## src/rtl/lut_arb_pkg.sv

```systemverilog
// lut_arb_pkg: shared widths, types and helpers for the LUT share arbiter
package lut_arb_pkg;
  localparam int LUT_K = 4;
  localparam int INIT_W = 16;
  typedef logic [INIT_W-1:0] lut_init_t;
  function automatic int sel_width(input int n);
    return (n <= 2) ? 1 : $clog2(n);
  endfunction
endpackage

```

## src/rtl/rr_arbiter.sv

```systemverilog
// rr_arbiter: combinational round-robin pick, scanning upward from ptr
module rr_arbiter #(
  parameter int N = 4,
  parameter int IW = (N <= 2) ? 1 : $clog2(N)
) (
  input  logic [N-1:0]  req,
  input  logic [IW-1:0] ptr,
  input  logic          en,
  output logic [N-1:0]  grant,
  output logic [IW-1:0] idx
);
  logic [IW-1:0] j;
  // scan from farthest to nearest so the entry closest to ptr wins last
  always_comb begin
    grant = '0;
    idx = '0;
    j = '0;
    for (int k = N - 1; k >= 0; k--) begin
      j = IW'((int'(ptr) + k) % N);
      if (en && req[j]) begin
        grant = '0;
        grant[j] = 1'b1;
        idx = j;
      end
    end
  end
endmodule

```

## src/rtl/lut_share_arbiter.sv

```systemverilog
// lut_share_arbiter: one registered LUT4 engine shared between NUM_REQ requesters,
// with a config port that alternates with evaluation traffic under contention
module lut_share_arbiter
  import lut_arb_pkg::*;
#(
  parameter int NUM_REQ = 4,
  parameter int NUM_LUTS = 4,
  localparam int SEL_W = sel_width(NUM_LUTS)
) (
  input  logic                       C,
  input  logic                       R,
  input  logic                       cfg_valid,
  output logic                       cfg_ready,
  input  logic [SEL_W-1:0]           cfg_sel,
  input  logic [INIT_W-1:0]          cfg_init,
  input  logic [NUM_REQ-1:0]         req_valid,
  output logic [NUM_REQ-1:0]         req_ready,
  input  logic [NUM_REQ*SEL_W-1:0]   req_sel,
  input  logic [NUM_REQ*LUT_K-1:0]   req_a,
  output logic [NUM_REQ-1:0]         rsp_valid,
  output logic                       rsp_o,
  output logic                       rsp_err,
  output logic                       busy
);
  localparam int IW = sel_width(NUM_REQ);
  localparam int DEPTH = 2 ** SEL_W;
  // indices that name a real INIT word; the rest read as errors and drop writes
  localparam logic [DEPTH-1:0] LIVE = DEPTH'((64'd1 << NUM_LUTS) - 64'd1);
  lut_init_t bank [DEPTH];
  logic [IW-1:0] ptr, idx;
  logic [NUM_REQ-1:0] grant;
  logic [SEL_W-1:0] sel;
  logic [LUT_K-1:0] a;
  logic cfg_turn, cfg_win;
  assign cfg_win = cfg_valid && (!(|req_valid) || cfg_turn);
  assign cfg_ready = R && cfg_win;
  assign req_ready = grant;
  assign sel = req_sel[int'(idx)*SEL_W +: SEL_W];
  assign a = req_a[int'(idx)*LUT_K +: LUT_K];
  assign busy = (|req_valid) || cfg_valid || (|rsp_valid);
  rr_arbiter #(.N(NUM_REQ), .IW(IW)) u_rr (
    .req(req_valid),
    .ptr(ptr),
    .en(R && !cfg_win),
    .grant(grant),
    .idx(idx)
  );
  always_ff @(posedge C or negedge R) begin
    if (!R) begin
      for (int i = 0; i < DEPTH; i++) bank[i] <= '0;
      ptr <= '0;
      cfg_turn <= 1'b0;
      rsp_valid <= '0;
      rsp_o <= 1'b0;
      rsp_err <= 1'b0;
    end else begin
      rsp_valid <= grant;
      if (cfg_ready) begin
        cfg_turn <= 1'b0;
        if (LIVE[cfg_sel]) bank[cfg_sel] <= cfg_init;
      end
      if (|grant) begin
        ptr <= (int'(idx) == NUM_REQ - 1) ? '0 : idx + 1'b1;
        if (cfg_valid) cfg_turn <= 1'b1;
        rsp_err <= !LIVE[sel];
        rsp_o <= LIVE[sel] && bank[sel][a];
      end
    end
  end
endmodule

```

## config.mk

```make
export PLATFORM = sky130hd
export DESIGN_NAME = lut_share_arbiter
export DESIGN_NICKNAME = d
export VERILOG_FILES = /design/src/rtl/lut_arb_pkg.sv /design/src/rtl/rr_arbiter.sv /design/src/rtl/lut_share_arbiter.sv
export SDC_FILE = /design/constraint.sdc
export NUM_CORES = 1
export LEC_CHECK = 0
export ABC_AREA = 1
export CORE_UTILIZATION = 55
export CTS_CLUSTER_SIZE = 25
export DETAILED_ROUTE_END_ITERATION = 12
export GPL_TIMING_DRIVEN = 0
export PLACE_DENSITY = 0.85
export SLEW_MARGIN = 20
export SYNTH_ARGS = -nofsm -noshare
export SYNTH_HDL_FRONTEND = slang
export SYNTH_SLANG_ARGS = --single-unit
```

## constraint.sdc

```tcl
create_clock -name C -period 3.1 [get_ports C]
set_input_delay 0.62 -clock C [delete_from_list [all_inputs] [get_ports C]]
set_output_delay 0.62 -clock C [all_outputs]
set_load 0.01 [all_outputs]
```

==> flow_summary.ini, run 1 <==
[finish]
fin_nets = 719
utilization = 0.737
synthToLayoutAreaGrowth_pct = 26.9
multiInputGateArea_mm2 = 0.00214
diodes = 0
regArea_mm2 = 0.00180
drive_gt1_frac = 0.144
postLayoutCellArea_mm2 = 0.00546
fillers = 552

[global_route]
gr-usage-met3 = 0.0455
grt_busiest_layer = met2
antenna_found_initial = 0
first_global_vias = 4218
use_met2 = 0.499
grt_pass1_wl_um = 20100
grt_max_degree = 40
overflow = 0
grtUsageMet1 = 0.403
grt_usage = 0.311

[pwr]
p_leak_uw = 0.00273
p_sw_uw = 2810
finalPower_uw = 5980
peakVddDrop_uv = 627
p_seq_frac = 0.256
combPwrFrac = 0.622
power_frac_clock = 0.122
swShare = 0.470
powerDensity_mw_per_mm2 = 1100
internal_power_uw = 3170

[critical_path]
worst_setup_path_start_kind = flip-flop
path_max_fanout = 13
critPathKind = flip-flop to output pin
end_kind = output pin
crit_arrival_ns = 2.42
required_ns = 2.48

[synthesis]
ys_ff_latch = 72
synth-warning-count = 0
seq_area_frac_synth = 0.419
synth_edf_count = 0
synth_cells = 575
syn_avg_cell_area_um2 = 7.48
yosysUniqueCellTypes = 33
syn_area_mm2 = 0.00430
synth_top_flop_cell = dfrtp_1
syn_nets = 632
ys_async_sr_fraction = 1.00

[floorplanning]
core_area_mm2 = 0.00741
die_h_um = 90.4
ios = 61
initial_core_util = 0.581
fp.dieW_um = 90.4
dieArea_mm2 = 0.00818
rows = 31

[detailed_routing]
routed_wl_um = 12300
ant_nets = 0
via_count = 4325
dr.pass1.iters = 5
drc = 0
drt_iter0_drc = 429
via_per_inst = 5.65
avgRoutedWirePerCell_um = 16.1

[run_status]
status = complete, no violations

[clock_tree]
cts_tree = built
root_buffer = clkbuf_8
cts-htree-levels = 3
cts_inserted_buffers = 9
clkTransAtPathRegs_ns = 0.08
insertion_delay_ns = 0.35
cts_sinks = 72
clk_path_buf_depth = 2

[sta]
hold_viol_final = 0
slew_headroom = 0.516
slew_viol_final = 0
fin_skew_ns = 0.00799
worst_pin_slew_ns = 0.720
period_needed_ns = 3.04
timing.hold.ws_ns = 0.156
finalSetupViolCount = 0
fin_crit_sh = 0.982
fmax_ghz = 0.329

[place]
dp_hpwl_um = 8150
finalWeightedCongestion = 0.959
portBuffers = 59
placed_area_mm2 = 0.00503

[flow_run]
drv_cap = 0

[hold_path]
min_path_type = primary input to asynchronous set/reset pin
[layer usage]
metal	up-vias	share of wire	wire (um)
li1	2026	-	-
met1	2030	0.41	5080
met2	222	0.48	5880
met3	47	0.074	909
met4	0	0.037	457
met5	-	0	0
[area by class of cell]
class | count | share of cell area
tap | 99 | 0.0227
timing repair buffer | 76 | 0.136
buffer | 24 | 0.0289
inverter | 78 | 0.0562
sequential | 72 | 0.331
multi-input combinational | 401 | 0.392
clock inverter | 5 | 0.0103
clock buffer | 11 | 0.0241
[flip-flops by register name, indices dropped and copies added (netlist names)]
name and flops:
bank 64, rsp_o 1, ptr 2, cfg_turn 1, rsp_valid 4
[cell usage after synthesis, types with 2 or more instances]
library cell  number  area (um2)
nand2_1          160         601
nand3_1           89         445
dfrtp_1           72        1800
inv_1             72         270
o21ai_0           68         340
nand3b_1          24         180
nand2_2           14        87.6
clkbuf_1          12        45.0
nor2_1            10        37.5
ha_1               8         100
buf_6              5        56.3
inv_2              5        18.8
buf_2              4        20.0
a41oi_1            3        26.3
buf_4              3        22.5
nand2_4            3        33.8
nand3_2            3        30.0
nand3_4            3        52.6
a21oi_1            2        10.0
nor4_1             2        12.5
[power groups by stage]
stage / registers, uW / clock network, uW / logic, uW
floorplan: 1500 / 0 / 2400
global placement: 1530 / 0 / 3140
detailed placement: 1540 / 0 / 3240
CTS: 1520 / 733 / 3330
global route: 1570 / 774 / 4090
finish: 1530 / 731 / 3720
[metrics by stage]
step / TNS, ns / worst slack, ns / std cells
3_5_place_dp: -2.57 / -0.390 / 734
6_report: 0 / 0.0562 / 766
2_1_floorplan: 0 / 0.475 / 575
3_3_place_gp: -246.23 / -2.97 / 733
5_1_grt: -0.0303 / -0.0303 / 766
4_1_cts: -0.0472 / -0.0289 / 752
[worst max-delay path: stages, from the launching register on]
cell and delay, ns:
dfrtp_2 0.41, clkinv_4 0.14, ha_4 0.32, inv_2 0.05, nand3_2 0.08, nand2_2 0.10
nor2_1 0.10, nand2_1 0.08, inv_1 0.14, a32o_1 0.16, a21oi_2 0.05, a21oi_2 0.18
clkdlybuf4s15_2 0.25
[path summary, 6_finish.rpt]
| check | from | endpoint | slack (ns) | cells past startpoint |
|---|---|---|---|---|
| max | ptr[0] | req_ready[1] | 0.06 | 12 |
| max reg2reg | ptr[0] | rsp_o | 0.18 | 22 |
| max in group asynchronous | R | bank[58] | 2.42 | 2 |
| min reg2reg | bank[12] | bank[12] | 0.48 | 2 |
| min | R | bank[20] | 0.16 | 1 |
| min in group C | bank[12] | bank[12] | 0.48 | 2 |
[kinds of logic after synthesis]
family | synth area share
flip-flops | 0.419
AND/OR/NAND/NOR | 0.348
AO/OA/AOI/OAI | 0.104
other | 0.000872
XOR/XNOR | 0.00204
buffers and inverters | 0.102
adder cells (fa/ha/maj) | 0.0233
[cells in the final DEF (no fill, tap or decap), types with 2 or more instances in the layout]
cell type	n
a21oi_2	2
a41oi_2	3
buf_4	21
buf_6	7
clkbuf_1	14
clkbuf_8	9
clkdlybuf4s50_1	50
clkinv_2	2
clkinvlp_4	2
dfrtp_1	70
dfrtp_2	2
dlygate4sd2_1	2
dlymetal6s2s_1	4
ha_1	7
inv_1	68
inv_2	6
inv_4	2
nand2_1	159
nand2_2	13
nand2_4	5
nand3_1	89
nand3_2	2
nand3_4	4
nand3b_1	24
nor2_1	7
nor2_2	4
o21ai_0	68
[timing repair]
action,in CTS,in global routing
resized for setup,15,28
hold buffers,0,0
setup endpoints to repair,9,6
pin swaps,0,10
endpoints found under the hold margin,0,0
setup buffers,2,14
Note: power is estimated with default switching activity, not from simulation.
==> inputs of run 2 (changes only) <==
CAP_MARGIN = 40   (was not set)
PLACE_DENSITY = 0.8   (was 0.85)
==> run 2 against run 1 <==
Against the previous run:
- non-clock buffer count grew 1
- sequential share of layout area rose by 0.091 points
- combinational power about the same
- critical path depth unchanged
- utilization decreased by 0.20 points
- global-route usage decreased by 0.70 points
- sequential cell count stayed put
==> flow_summary.ini, run 2 (same netlist as run 1, synthesis figures left out) <==
[run_status]
status = complete, no violations

[place]
portBuffers = 59
dp_hpwl_um = 8380
placed_area_mm2 = 0.00504
finalWeightedCongestion = 0.931

[global_route]
grtUsageMet1 = 0.401
antenna_found_initial = 0
grt_pass1_wl_um = 19500
grt_busiest_layer = met2
grt_usage = 0.304
grt_max_degree = 44
overflow = 0
gr-usage-met3 = 0.0614
use_met2 = 0.503
first_global_vias = 4072

[floorplanning]
fp.dieW_um = 90.4
core_area_mm2 = 0.00741
rows = 31
die_h_um = 90.4
ios = 61
initial_core_util = 0.581
dieArea_mm2 = 0.00818

[clock_tree]
clk_path_buf_depth = 2
ctsHoldBuffers = 0
clkTransAtPathRegs_ns = 0.08
cts_tree = built
cts-htree-levels = 3
insertion_delay_ns = 0.36
cts_inserted_buffers = 9
cts_sinks = 72
root_buffer = clkbuf_8

[finish]
fillers = 586
largest-register = bank
fin_nets = 720
largest_register_ff_count = 64
mostFrequentLayoutCells = nand2_1, nand3_1, dfrtp_1
postLayoutCellArea_mm2 = 0.00544
diodes = 0
final_common_cell = nand2_1
drive_gt1_frac = 0.145
largestRegisters = bank (64), rsp_valid (4), ptr (2)
synthToLayoutAreaGrowth_pct = 26.5

[critical_path]
required_ns = 2.48
crit_path_max_incr_delay_ns = 0.43
end_kind = output pin
r2r_start = ptr[1]
critPathKind = flip-flop to output pin
rrSetupSlack_ns = 0.16
r2r_end = rsp_o
path_max_fanout = 7
worst_setup_path_start_kind = flip-flop
path_cells = inv_2 > ha_4 > inv_2 > nand3_2 > nand2_2 > nor2_1 > nand2_1 > inv_2 > a32o_1 > a21oi_2 > a21oi_2 > clkdlybuf4s15_2
cpMostUsedCell = inv_2
rr_worst_depth = 22
crit_slowest_cell = dfrtp_2
crit_arrival_ns = 2.38

[sta]
hold_viol_final = 0
worst_pin_slew_ns = 0.622
timing.hold.ws_ns = 0.204
period_needed_ns = 3.00
finalSetupViolCount = 0
fmax_ghz = 0.334
slew_viol_final = 0
fin_crit_sh = 0.967
slew_headroom = 0.585
fin_skew_ns = 0.00697

[detailed_routing]
drc = 0
routed_wl_um = 12100
dr.pass1.iters = 5
via_count = 4269
avgRoutedWirePerCell_um = 15.7
via_per_inst = 5.57
drt_iter0_drc = 422
ant_nets = 0

[flow_run]
drv_cap = 0

[pwr]
peakVddDrop_uv = 429
powerDensity_mw_per_mm2 = 1100
p_leak_uw = 0.00273

[hold_path]
min_path_type = primary input to asynchronous set/reset pin
==> run 2: metal layers <==
layer / part of all wire / wire, um / vias to the layer above
met5: 0 / 0 / -
met2: 0.48 / 5830 / 202
met3: 0.070 / 845 / 35
li1: - / - / 2031
met1: 0.42 / 5100 / 2001
met4: 0.024 / 294 / 0
==> run 2: worst max-delay path by stage <==
stage | start | slack [ns] | depth (start not counted) | end
after global placement | R | -3.01 | 9 | req_ready[1]
after detailed placement | req_valid[1] | -0.39 | 11 | req_ready[1]
final | ptr[1] | 0.10 | 12 | req_ready[1]
after floorplan | ptr[0] | 0.47 | 15 | rsp_o
after CTS | req_valid[1] | 0.005 | 11 | req_ready[1]
after global routing | ptr[1] | -0.04 | 22 | rsp_o
==> run 2: repair_timing <==
action                     4_1_cts  5_1_grt
buffers inserted                 4       12
gates resized for setup         18       13
setup endpoints to repair        6        6
pin swaps                        1        7
==> run 2: report_power, final <==
| group | total, uW | internal, uW | switching [uW] |
|---|---|---|---|
| Clock | 760 | 393 | 367 |
| Sequential | 1520 | 1320 | 202 |
| Combinational | 3690 | 1450 | 2240 |
| Total | 5970 | 3160 | 2810 |
==> run 2: metrics by stage <==
stage | instances | util | TNS [ns] | setup WS, ns | power (uW)
floorplan | 575 | - | 0 | 0.475 | 3900
global placement | 733 | 0.677 | -250.88 | -3.01 | 4720
detailed placement | 735 | 0.680 | -1.80 | -0.390 | 4840
CTS | 755 | 0.717 | 0 | 0.00494 | 5660
global route | 767 | 0.735 | -0.0474 | -0.0364 | 6430
finish | 767 | 0.735 | 0 | 0.104 | 5970
==> run 2: critical path: cells and delay by family (launching register included) <==
kind	cells	cell delay (ns)
simple gates	4	0.38
compound gates	3	0.43
fa+ha+maj	1	0.24
flops	1	0.43
buf+inv	4	0.53
==> run 2: cell type report <==
class / instances / area (um2) / area share
inverter: 78 / 304 / 0.0559
timing repair buffer: 77 / 741 / 0.136
clock inverter: 5 / 56.3 / 0.0103
tap: 99 / 124 / 0.0228
clock buffer: 11 / 141 / 0.0260
buffer: 24 / 144 / 0.0264
sequential: 72 / 1800 / 0.331
multi-input combinational: 401 / 2130 / 0.391
